## config.mk

```make
export PLATFORM = sky130hd
export DESIGN_NAME = stw_column_tester
export DESIGN_NICKNAME = d
export VERILOG_FILES = /design/src/rtl/stw_column_tester.sv
export SDC_FILE = /design/constraint.sdc
export NUM_CORES = 1
export LEC_CHECK = 0
export CAP_MARGIN = 15
export CORE_MARGIN = 5
export CORE_UTILIZATION = 28
export CTS_CLUSTER_SIZE = 14
export DETAILED_ROUTE_END_ITERATION = 6
export GPL_ROUTABILITY_DRIVEN = 0
export GPL_TIMING_DRIVEN = 0
export PLACE_DENSITY_LB_ADDON = 0.08
export SYNTH_ARGS = -nofsm -noshare
export SYNTH_HDL_FRONTEND = slang
export SYNTH_SLANG_ARGS = --single-unit
```

## constraint.sdc

```tcl
create_clock -name clk -period 8.1 [get_ports clk]
set_clock_uncertainty 0.05 [all_clocks]
set_input_delay 2.025 -clock clk [delete_from_list [all_inputs] [get_ports clk]]
set_output_delay 2.025 -clock clk [all_outputs]
set_load 0.005 [all_outputs]
```

## src/rtl/stw_column_tester.sv

```systemverilog
// stw_column_tester: per-column stationary-weight self-test engine.
// Drives LFSR test weight/activation pairs into one systolic column, checks each
// PE's contribution by differencing adjacent partial sums, and publishes a pass mask.
// Optional feature macro: STW_STICKY_MASK_EN (faults accumulate across runs until reset).
module stw_column_tester #(
    parameter int          ROWS           = 4,
    parameter int          COL_IDX        = 0,
    parameter int          WORD_SIZE      = 16,
    parameter int          NUM_PATTERNS   = 4,
    parameter int          RESULT_LATENCY = ROWS + 1,
    parameter logic [15:0] LFSR_SEED      = 16'hACE1
) (
    input  logic                      clk,
    input  logic                      rst,
    input  logic                      stw_start,
    input  logic [ROWS*WORD_SIZE-1:0] pe_psum_bus,
    output logic [WORD_SIZE-1:0]      stw_weight_out,
    output logic                      stw_load_weight,
    output logic [WORD_SIZE-1:0]      stw_left_out,
    output logic                      stw_left_valid,
    output logic                      stw_busy,
    output logic                      STW_complete,
    output logic [ROWS-1:0]           STW_result_mat
);

    typedef enum logic [2:0] {
        S_IDLE, S_LOAD, S_DRIVE, S_WAIT, S_CHECK, S_DONE
    } state_t;

    localparam logic [15:0] WAIT_LAST = 16'(RESULT_LATENCY - 1);
    localparam logic [15:0] PAT_LAST  = 16'(NUM_PATTERNS - 1);

    // Parameter sanity; COL_IDX only identifies the column and never alters logic.
    if (WORD_SIZE > 16 || WORD_SIZE < 2 || NUM_PATTERNS < 1 || RESULT_LATENCY < 1 ||
        LFSR_SEED == 16'h0000 || COL_IDX < 0) begin : g_bad_cfg
        $error("stw_column_tester: illegal parameter combination");
    end

    state_t              state_q, state_d;
    logic [15:0]         lfsr_q, lfsr_d;
    logic [15:0]         pat_q, pat_d;
    logic [15:0]         wait_q, wait_d;
    logic [ROWS-1:0]     run_mask_q, run_mask_d;
    logic [ROWS-1:0]     result_q, result_d;
    logic                complete_q, complete_d;

    logic [15:0]         lfsr_swapped;
    logic [WORD_SIZE-1:0] test_w, test_l, expect_p;
    logic [ROWS-1:0]     row_pass;
    logic [ROWS-1:0]     final_mask;
    logic                lfsr_fb;

    // The LFSR is stable from LOAD through CHECK, so the same pair is recomputed at CHECK.
    assign lfsr_swapped = {lfsr_q[7:0], lfsr_q[15:8]};
    assign test_w       = lfsr_q[WORD_SIZE-1:0];
    assign test_l       = {lfsr_swapped[WORD_SIZE-1:1], 1'b1};
    assign expect_p     = test_w * test_l;
    assign lfsr_fb      = lfsr_q[15] ^ lfsr_q[13] ^ lfsr_q[12] ^ lfsr_q[10];
    assign final_mask   = run_mask_q & row_pass;

    // Each row is judged on its own contribution: psum[r] - psum[r-1] must equal w*l.
    for (genvar gi = 0; gi < ROWS; gi++) begin : g_row
        logic [WORD_SIZE-1:0] cur_psum, prev_psum;
        assign cur_psum = pe_psum_bus[gi*WORD_SIZE +: WORD_SIZE];
        if (gi == 0) begin : g_first
            assign prev_psum = '0;
        end else begin : g_rest
            assign prev_psum = pe_psum_bus[(gi-1)*WORD_SIZE +: WORD_SIZE];
        end
        assign row_pass[gi] = ((cur_psum - prev_psum) == expect_p);
    end

    // Column drive outputs decode directly from the current state.
    assign stw_load_weight = (state_q == S_LOAD);
    assign stw_weight_out  = (state_q == S_LOAD) ? test_w : '0;
    assign stw_left_valid  = (state_q == S_DRIVE);
    assign stw_left_out    = (state_q == S_DRIVE) ? test_l : '0;
    assign stw_busy        = (state_q == S_LOAD) || (state_q == S_DRIVE) ||
                             (state_q == S_WAIT) || (state_q == S_CHECK);
    assign STW_complete    = complete_q;
    assign STW_result_mat  = result_q;

    // State, LFSR, counters and masks; reset aborts any run in progress.
    always_ff @(posedge clk or negedge rst) begin
        if (!rst) begin
            state_q    <= S_IDLE;
            lfsr_q     <= LFSR_SEED;
            pat_q      <= '0;
            wait_q     <= '0;
            run_mask_q <= '1;
            result_q   <= '1;
            complete_q <= 1'b0;
        end else begin
            state_q    <= state_d;
            lfsr_q     <= lfsr_d;
            pat_q      <= pat_d;
            wait_q     <= wait_d;
            run_mask_q <= run_mask_d;
            result_q   <= result_d;
            complete_q <= complete_d;
        end
    end

    // Next-state logic: sequencing of patterns and mask accumulation.
    always_comb begin
        state_d    = state_q;
        lfsr_d     = lfsr_q;
        pat_d      = pat_q;
        wait_d     = wait_q;
        run_mask_d = run_mask_q;
        result_d   = result_q;
        complete_d = complete_q;
        case (state_q)
            S_IDLE, S_DONE: begin
                if (stw_start) begin
                    state_d    = S_LOAD;
                    lfsr_d     = LFSR_SEED;
                    pat_d      = '0;
                    run_mask_d = '1;
                    complete_d = 1'b0;
                end
            end
            S_LOAD: state_d = S_DRIVE;
            S_DRIVE: begin
                state_d = S_WAIT;
                wait_d  = '0;
            end
            S_WAIT: begin
                if (wait_q == WAIT_LAST) begin
                    state_d = S_CHECK;
                end else begin
                    wait_d = wait_q + 16'd1;
                end
            end
            S_CHECK: begin
                run_mask_d = final_mask;
                lfsr_d     = {lfsr_q[14:0], lfsr_fb};
                pat_d      = pat_q + 16'd1;
                if (pat_q == PAT_LAST) begin
                    state_d    = S_DONE;
                    complete_d = 1'b1;
`ifdef STW_STICKY_MASK_EN
                    result_d   = result_q & final_mask;
`else
                    result_d   = final_mask;
`endif
                end else begin
                    state_d = S_LOAD;
                end
            end
            default: state_d = S_IDLE;
        endcase
    end

endmodule

```

==> qor.yml, run 1 <==
status:
  outcome: "finished clean"
pwr:
  switchingPower_uw: 252
  power.clock.fraction: 0.409
  power_density_nw_per_um2: 82.1
  total_power_uw: 932
  sw_frac_of_total: 0.270
  p_leak_uw: 0.00530
  ir_worst_vdd_uv: 90.2
  p_int_uw: 680
  seqPwrFrac: 0.322
  pwr-share-comb: 0.269
min_path:
  hp-class: "reg -> reg"
cts:
  cts_tree: "built"
  clockBufferDepth: 2
  clock_latency_ps: 330
  numCtsBuffers: 9
  cts_max_level: 3
  cts.sinks: 60
  root_buffer: "clkbuf_16"
  clk_pin_slew_ps: 50
  ctsHoldBuffers: 0
  cts_setup_buffers: 0
global_routing:
  overflow: 0
  grtUsageTotal: 0.145
  antenna_found_initial: 0
  grt_pass1_wl_um: 44200
  grt_max_degree: 61
  first_global_vias: 8232
worst_setup_path:
  crit_chain: "clkbuf_1, nand2_1, fa_1, fa_1, fa_1, fa_1, fa_1, fa_1, inv_1, ha_1, buf_4, a21o_1, a21oi_1, mux2_2, a311oi_2, xnor2_1, or4_1, or4_1, a21oi_1"
  critPathMaxStageDelay_ps: 600
  cp.required_ps: 8310
  path_buf_inv: 3
  worst-setup-path-type: "reg -> reg"
  cp_common_cell: "fa_1"
  cp-start-kind: "flop"
  critPathCaptureType: "flop"
  crit_fanout: 10
  worstPathArrival_ps: 7860
  critical_path.top_delay_family: "adder cells"
  slowest_stage: "dfstp_2"
logic_synthesis:
  synth_compound_area_frac: 0.113
  synth_xor_area_frac: 0.156
  synth_edf_count: 0
  ys_ff_latch: 60
  synth_cells: 1099
  synth_fa_ha_area_frac: 0.291
  yosysTopAreaCell: "fa_1"
  synth.top_cells.by_area: "fa_1 (16%), ha_1 (13%), dfrtp_1 (12%)"
  avgSynthCellArea_um2: 8.59
  synth_cell_types: 63
  synth_top_family_by_area: "adder cells"
  yosys.area_share.simple: 0.184
  synth_mux_area_frac: 0.00769
  syn_nets: 1340
  netlist_area_um2: 9440
  ys.flop_type: "dfrtp_1"
  ys_warn_count: 0
  seq_area_frac_synth: 0.161
  synth_async_sr_flop_share: 1.00
  netlist.area_leader.share: 0.161
die:
  die-width_um: 194
  ios: 107
  core_um2: 33400
  die-area_um2: 37500
  start_util: 0.283
  rows: 67
  die_h_um: 194
sta:
  slew_violations: 0
  slew_headroom: 0.307
  hold_violations: 0
  tightestPinTransition_ps: 1040
  period_share: 0.945
  totalNegativeSetupSlack_ps: 0
  clock.fmax_mhz: 131
  rsz0062_at_grt: "false"
  finalCriticalPeriod_ps: 7650
  setup_viol: 0
detailed_routing:
  wl_um: 26600
  drtAntennaViolNets: 0
  dr_total_vias: 7574
  dr.pass1.iters: 4
  drt-initial-drc-count: 356
  viasPerCell: 4.54
  wl_per_cell_um: 15.9
  post-route-drc-count: 0
layout:
  multiInputGateArea_um2: 7090
  final_util: 0.340
  nNetsFinal: 1457
  ff_latch_area_um2: 1520
  area_growth_pct: 20.3
  finalInstanceArea_um2: 11400
  diodes: 0
  n_fill_cell: 3611
  drive_above_1_share: 0.0393
  final_cell_count_no_fill: 1669
place:
  portBuffers: 106
  placed_area_um2: 11100
  dp_hpwl_um: 22200
  place_inst: 1654
flow_run:
  maxCapViolations: 0
## synthesized netlist by cell type, types with 2 or more instances
master,number
a2111oi_0,3
a211o_1,3
a211oi_1,2
a21o_1,15
a21oi_1,40
a311oi_1,2
a311oi_2,2
a31oi_1,5
and2_1,71
and3_1,6
buf_4,2
clkbuf_1,38
dfrtp_1,44
dfstp_2,16
fa_1,76
ha_1,98
inv_1,177
mux2_2,2
mux2i_1,5
nand2_1,89
nand2b_1,13
nand3_1,40
nand3b_1,3
nand4_1,16
nor2_1,38
nor2b_1,10
nor3_1,11
nor3b_1,4
nor4_1,13
o2111ai_1,2
o211ai_1,8
o21a_1,10
o21ai_0,46
o21ai_1,7
o21bai_1,3
o31ai_1,6
o41a_1,2
or3_1,3
or4_1,6
xnor2_1,95
xnor3_1,14
xor2_1,32
## repair_timing
action / 4_1_cts / 5_1_grt
pin swaps: 0 / 0
endpoints found under the setup margin: 2 / 2
gates resized for setup: 0 / 6
endpoints found under the hold margin: 0 / 0
## kinds of logic (layout without fill, tap and decap cells)
family / count (synthesis) / after routing
mux: 7 / 7
flops: 60 / 60
buf+inv: 217 / 339
xor+xnor: 143 / 143
simple gates: 333 / 333
fa+ha+maj: 174 / 174
compound gates: 165 / 165
## sequential cells by signal, summed over array words and instances, names as in the netlist
name and cells:
lfsr_q 16, pat_q 16, wait_q 16, STW_result_mat 4, run_mask_q 4, state_q 3, STW_complete 1
## tightest hold or removal path: stages (launching register included)
cell and delay, ps:
dfstp_2 360, nand2_1 40, o21ai_1 50
## layer usage
metal	vias to the layer above	GRT usage	share of wire
li1	3835	-	-
met1	3590	0.201	0.49
met2	131	0.244	0.47
met3	18	0.0235	0.034
met4	0	0.0207	0.0091
met5	-	0	0
## power by group through the flow
stage	clock network (µW)	registers, µW	logic, µW
2_1_floorplan	0	305	177
3_3_place_gp	0	305	254
3_5_place_dp	0	305	253
4_1_cts	389	300	254
5_1_grt	404	300	281
6_report	381	300	251
## final cells by class
cell class,count,share of cell area
timing repair buffer,108,0.0941
inverter,177,0.0585
buffer,38,0.0136
clock inverter,2,0.00309
tap,448,0.0494
multi-input combinational,822,0.625
clock buffer,14,0.0224
sequential,60,0.134
## placed cells by master, fill, tap and decap left out, types with 13 or more instances in the layout
master and n:
a21o_1 15, a21oi_1 40, and2_1 71, clkbuf_1 37
clkdlybuf4s50_1 105, dfrtp_1 44, dfstp_2 16, fa_1 76
ha_1 98, inv_1 177, nand2_1 89, nand2b_1 13
nand3_1 40, nand4_1 16, nor2_1 38, nor4_1 13
o21ai_0 46, xnor2_1 95, xnor3_1 14, xor2_1 32
## worst paths after layout
path | startpoint | slack [ps] | cells past startpoint | to
max in group asynchronous | rst | 5710 | 1 | lfsr_q[1]
max reg2reg | lfsr_q[5] | 450 | 19 | run_mask_q[0]
min in group asynchronous | rst | 1720 | 1 | pat_q[14]
max | lfsr_q[5] | 450 | 19 | run_mask_q[0]
min reg2reg | STW_result_mat[0] | 410 | 2 | STW_result_mat[0]
min | STW_result_mat[0] | 410 | 2 | STW_result_mat[0]
## stage by stage
step | setup WS, ps | hold WS, ps
2_1_floorplan | 1350 | 401
3_3_place_gp | -562 | 404
3_5_place_dp | -203 | 406
4_1_cts | 131 | 414
5_1_grt | 4.20 | 432
6_report | 446 | 410
Note: power is estimated with default switching activity, not from simulation.
==> run 2: changes to the inputs <==
CORE_ASPECT_RATIO = 0.8   (was unset)
HOLD_SLACK_MARGIN = 0.02   (was unset)
==> run 2 against run 1 <==
Net effect: core utilization down 0.078 points; sequential share of layout area is essentially flat; power is 4.1% higher; non-clock buffer count down 3.
==> qor.yml, run 2 (synthesis gave the netlist of run 1 again) <==
die:
  core_um2: 33500  # +0.35%
  start_util: 0.282  # -0.000994
  ios: 107  # unchanged
  rows: 60  # -10%
  die-area_um2: 37500  # about the same
  die-width_um: 215  # +11%
  die_h_um: 174  # -10%
pwr:
  sw_frac_of_total: 0.267  # -0.00343
  p_int_uw: 712  # +4.6%
  seqPwrFrac: 0.310  # -0.012
  ir_worst_vdd_uv: 75.1  # -17%
  switchingPower_uw: 259  # +2.8%
  p_leak_uw: 0.00530  # about the same
  power.clock.fraction: 0.425  # +0.016
  pwr-share-comb: 0.266  # -0.003
  power_density_nw_per_um2: 85.4  # +4.0%
cts:
  ctsHoldBuffers: 0  # unchanged
  clock_latency_ps: 330  # about the same
  clk_pin_slew_ps: 60  # about the same
  clockBufferDepth: 2  # unchanged
  cts_tree: "built"
  cts_max_level: 3  # unchanged
  numCtsBuffers: 9  # unchanged
  root_buffer: "clkbuf_16"
  cts.sinks: 60  # unchanged
detailed_routing:
  dr_total_vias: 7571  # -0.040%
  dr.pass1.iters: 5  # +1
  drt-initial-drc-count: 367  # +3.1%
  wl_per_cell_um: 16.4  # +3.0%
  viasPerCell: 4.58  # +0.99%
  post-route-drc-count: 0  # unchanged
  wl_um: 27100  # +2.0%
  drtAntennaViolNets: 0  # unchanged
global_routing:
  grt_max_degree: 61  # unchanged
  grtUsageTotal: 0.144  # -0.00138
  first_global_vias: 7497  # -8.9%
  grt_pass1_wl_um: 43100  # -2.5%
  overflow: 0  # unchanged
  antenna_found_initial: 3  # +3
layout:
  area_growth_pct: 20.4
  reg.largest.list: "lfsr_q x16, pat_q x16, wait_q x16"
  drive_above_1_share: 0.0402  # +0.000918
  final_util: 0.339  # -0.000784
  finalInstanceArea_um2: 11400  # +0.12%
  final_cell_count_no_fill: 1652  # -1.0%
  final_common_cell: "inv_1"
  diodes: 0  # unchanged
  final_cell_mix: "inv_1 (177), clkdlybuf4s50_1 (105), ha_1 (98)"
  nNetsFinal: 1454  # -0.21%
sta:
  finalCriticalPeriod_ps: 7660  # +9.29 ps
  timing.final.ws_setup_ps: 437  # -9.28 ps
  clock.fmax_mhz: 130  # -0.12%
  hold_violations: 0  # unchanged
  whs_ps: 420  # +10.5 ps
  period_share: 0.946  # +0.00115
  slew_violations: 0  # unchanged
  setup_viol: 0  # unchanged
  rsz0062_at_grt: "false"
  tightestPinTransition_ps: 1050  # +8.99 ps
  slew_headroom: 0.296  # -0.0109
worst_setup_path:
  worstPathArrival_ps: 7860  # about the same
  critical_path.top_delay_family: "adder cells"
  slowest_stage: "dfstp_2"
  crit_chain: "clkbuf_2, nand2_1, fa_1, fa_1, fa_1, fa_1, fa_1, fa_1, inv_1, ha_1, buf_4, a21o_1, a21oi_1, mux2_2, a311oi_2, xnor2_1, or4_1, or4_1, a21oi_1"
  critPathMaxStageDelay_ps: 760  # +160 ps
  crit_fanout: 10  # unchanged
  critPathCaptureType: "flop"
  path_buf_inv: 3  # unchanged
  cp.required_ps: 8300  # about the same
  cp-start-kind: "flop"
  worst-setup-path-type: "reg -> reg"
  cp_common_cell: "fa_1"
place:
  dp_hpwl_um: 22300  # +0.56%
  portBuffers: 106  # unchanged
  placed_area_um2: 11000  # -0.15%
  dp_slack_ps: -102  # +101 ps
  place_inst: 1639  # -0.91%
status:
  outcome: "finished clean"
flow_run:
  maxCapViolations: 0  # unchanged
min_path:
  hp-class: "reg -> reg"
-- run 2: cell types whose count changed in the layout (fill, tap and decap cells not counted), sizes merged --
cell,previous run,this run
bufinv,1,2
clkbuf,51,47
clkinvlp,0,1
buf,4,3
-- run 2: worst paths after layout --
check                                        from           endpoint  slack [ps]  depth (start not counted)
worst max-delay path                   lfsr_q[10]      run_mask_q[0]         440                         19
worst max register to register         lfsr_q[10]      run_mask_q[0]         440                         19
worst min-delay path            STW_result_mat[0]  STW_result_mat[0]         420                          2
max in group asynchronous                     rst           pat_q[6]        5740                          1
worst min register to register  STW_result_mat[0]  STW_result_mat[0]         420                          2
min in group asynchronous                     rst         wait_q[11]        1740                          1
-- run 2: metal layers --
| layer | vias to the layer above | GRT usage | routed length (µm) |
|---|---|---|---|
| li1 | 3836 | - | - |
| met3 | 13 | 0.0132 | 715 |
| met2 | 100 | 0.211 | 11400 |
| met1 | 3622 | 0.231 | 14800 |
| met4 | 0 | 0.0195 | 187 |
| met5 | - | 0 | 0 |
-- run 2: metrics by stage --
step	setup TNS, ps	total power, µW
finish	0	970
global route	0	1020
CTS	0	982
detailed placement	-227	560
global placement	-1190	561
floorplan	0	482
-- run 2: layout make-up --
class	instances	area, µm²
repair buffers	106	1060
multi-input cells	822	7110
well taps	434	543
plain buffers	37	150
inverters	177	664
fillers	3587	22100
flip-flops and latches	60	1520
clock buffers	12	246
clock inverters	4	72.6
-- run 2: tightest hold or removal path: stages, from the launching register on --
cell and delay [ps]:
dfstp_2 370, nand2_1 50, o21ai_1 50
-- run 2: repair_timing --
| action | in CTS | in global routing |
|---|---|---|
| resized for setup | 1 | 6 |
| setup buffers | 0 | 0 |
| gates cloned | 0 | 0 |
| endpoints found under the setup margin | 4 | 2 |
-- run 2: power groups by stage --
stage | Sequential [µW] | Combinational [µW] | Clock [µW]
CTS | 300 | 258 | 423
finish | 300 | 258 | 412
global placement | 305 | 256 | 0
global route | 300 | 282 | 437
floorplan | 305 | 177 | 0
detailed placement | 305 | 255 | 0
==> run 3: changes to the inputs <==
DONT_BUFFER_PORTS = 1   (was unset)
==> run 3 against run 2 <==
Net effect: final cell count decreased by 6.3%; flip-flop and latch count did not move; non-clock buffer count is 104 lower; maximum frequency shrank 0.81%; largest cell class unchanged; power shrank 6.7%; routed wire length down 0.17%; clock power down 5.6%.
==> qor.yml, run 3 (synthesis gave the netlist of run 1 again) <==
status:
  outcome: "finished clean"
layout:
  final_common_cell: "inv_1"
  reg.largest.list: "lfsr_q x16, pat_q x16, wait_q x16"
  finalInstanceArea_um2: 10300  # -9.4%
  area_growth_pct: 9.15
  drive_above_1_share: 0.0449  # +0.00465
  final_cell_mix: "inv_1 (177), ha_1 (98), xnor2_1 (95)"
  final_cell_count_no_fill: 1548  # -6.3%
  final_util: 0.308  # -0.0318
  n_fill_cell: 3595  # +0.22%
  nNetsFinal: 1350  # -7.2%
  diodes: 0  # unchanged
sta:
  totalNegativeSetupSlack_ps: 0  # unchanged
  period_share: 0.954  # +0.00776
  setup_viol: 0  # unchanged
  slew_violations: 0  # unchanged
  clock.fmax_mhz: 129  # -0.81%
  tightestPinTransition_ps: 981  # -65.5 ps
  rsz0062_at_grt: "false"
  slew_headroom: 0.329  # +0.0332
  finalCriticalPeriod_ps: 7730  # +62.9 ps
  hold_violations: 0  # unchanged
worst_setup_path:
  crit_fanout: 10  # unchanged
  cp_common_cell: "fa_1"
  worst-setup-path-type: "reg -> reg"
  crit_chain: "clkbuf_2, nand2_1, fa_1, fa_1, fa_1, fa_1, fa_1, fa_1, inv_1, ha_1, buf_4, a21o_1, a21oi_1, mux2_2, a311oi_2, xnor2_1, or4_1, or4_1, o21ai_1"
  critPathMaxStageDelay_ps: 730  # -30 ps
  cp-start-kind: "flop"
  slowest_stage: "dfstp_2"
  cp.required_ps: 8300  # about the same
  critPathCaptureType: "flop"
  worstPathArrival_ps: 7930  # +70 ps
die:
  die_h_um: 174  # unchanged
  core_um2: 33500  # unchanged
  start_util: 0.282  # unchanged
  ios: 107  # unchanged
  die-width_um: 215  # unchanged
  rows: 60  # unchanged
  die-area_um2: 37500  # unchanged
place:
  portBuffers: 0  # -100%
  place_inst: 1533  # -6.5%
  placed_area_um2: 9990  # -9.6%
  dp_hpwl_um: 22400  # +0.75%
cts:
  cts_max_level: 3  # unchanged
  clock_latency_ps: 330  # about the same
  clockBufferDepth: 2  # unchanged
  cts_tree: "built"
  cts_setup_buffers: 0  # unchanged
  clk_pin_slew_ps: 50  # about the same
  numCtsBuffers: 9  # unchanged
  root_buffer: "clkbuf_16"
  cts.sinks: 60  # unchanged
detailed_routing:
  drt-initial-drc-count: 371  # +1.1%
  viasPerCell: 4.69  # +2.3%
  drtAntennaViolNets: 0  # unchanged
  dr.pass1.iters: 7  # +2
  dr_total_vias: 7259  # -4.1%
  wl_um: 27100  # -0.17%
  wl_per_cell_um: 17.5  # +6.5%
  post-route-drc-count: 0  # unchanged
global_routing:
  antenna_found_initial: 1  # -2
  overflow: 0  # unchanged
  grt_pass1_wl_um: 43100  # about the same
  first_global_vias: 7293  # -2.7%
  grtUsageTotal: 0.144  # +0.000816
  grt_max_degree: 61  # unchanged
pwr:
  p_leak_uw: 0.00489  # -7.7%
  power.clock.fraction: 0.430  # +0.005
  switchingPower_uw: 244  # -5.7%
  p_int_uw: 661  # -7.1%
  sw_frac_of_total: 0.270  # +0.00297
  ir_worst_vdd_uv: 93.2  # +24%
  pwr-share-comb: 0.238  # -0.028
  seqPwrFrac: 0.332  # +0.022
  power_density_nw_per_um2: 87.9  # +3.0%
min_path:
  hp-class: "reg -> reg"
flow_run:
  maxCapViolations: 0  # unchanged
-- run 3: changes by cell type in the layout (fill, tap and decap cells not counted), sizes merged --
cell	change
buf	-1
clkbuf	+2
bufinv	-1
clkinv	+1
clkdlybuf4s50	-105
-- run 3: final timing paths --
| check | slack (ps) | startpoint | cells after the start | endpoint |
|---|---|---|---|---|
| min in group asynchronous | 1340 | rst | 0 | wait_q[12] |
| worst min register to register | 430 | STW_result_mat[2] | 2 | STW_result_mat[2] |
| worst max register to register | 370 | lfsr_q[10] | 19 | STW_result_mat[0] |
| worst max-delay path | 370 | lfsr_q[10] | 19 | STW_result_mat[0] |
| max in group asynchronous | 6460 | rst | 0 | run_mask_q[0] |
| worst min-delay path | 430 | STW_result_mat[2] | 2 | STW_result_mat[2] |
-- run 3: what timing repair did --
action | 4_1_cts | 5_1_grt
endpoints found under the setup margin | 4 | 2
hold buffers | 0 | 0
gates resized for setup | 1 | 6
pin swaps | 0 | 0
-- run 3: power by group through the flow --
stage	Clock (µW)	Sequential [µW]	Combinational, µW
CTS	404	300	215
global placement	0	305	212
global route	420	300	239
detailed placement	0	305	212
finish	389	300	216
floorplan	0	305	177
-- run 3: through the flow --
stage / setup WS [ps] / hold slack [ps] / total power [µW]
floorplan: 1350 / 401 / 482
global placement: -727 / 425 / 518
detailed placement: -179 / 423 / 517
CTS: 67.3 / 438 / 920
global route: 83.4 / 464 / 959
finish: 374 / 433 / 905
-- run 3: final cells by class --
| class | count | area (µm²) | share of cell area |
|---|---|---|---|
| Clock inverter | 4 | 47.5 | 0.00462 |
| Multi-Input combinational cell | 822 | 7110 | 0.690 |
| Buffer | 38 | 154 | 0.0149 |
| Timing Repair Buffer | 1 | 5.00 | 0.000486 |
| Clock buffer | 12 | 256 | 0.0249 |
| Tap cell | 434 | 543 | 0.0527 |
| Inverter | 177 | 664 | 0.0645 |
| Sequential cell | 60 | 1520 | 0.148 |
-- run 3: critical path, delay by kind of cell, from the launching register on --
kind,cells,cell delay [ps]
adder cells (fa/ha/maj),7,3300
AND/OR/NAND/NOR,3,1290
flip-flops,1,730
AO/OA/AOI/OAI,4,1210
XOR/XNOR,1,120
multiplexers,1,390
buffers and inverters,3,540
-- run 3: layer usage --
layer	GRT usage	up-vias	wire [µm]
li1	-	3627	-
met1	0.227	3503	14500
met2	0.212	109	11400
met3	0.0150	20	796
met4	0.0307	0	325
met5	0	-	0
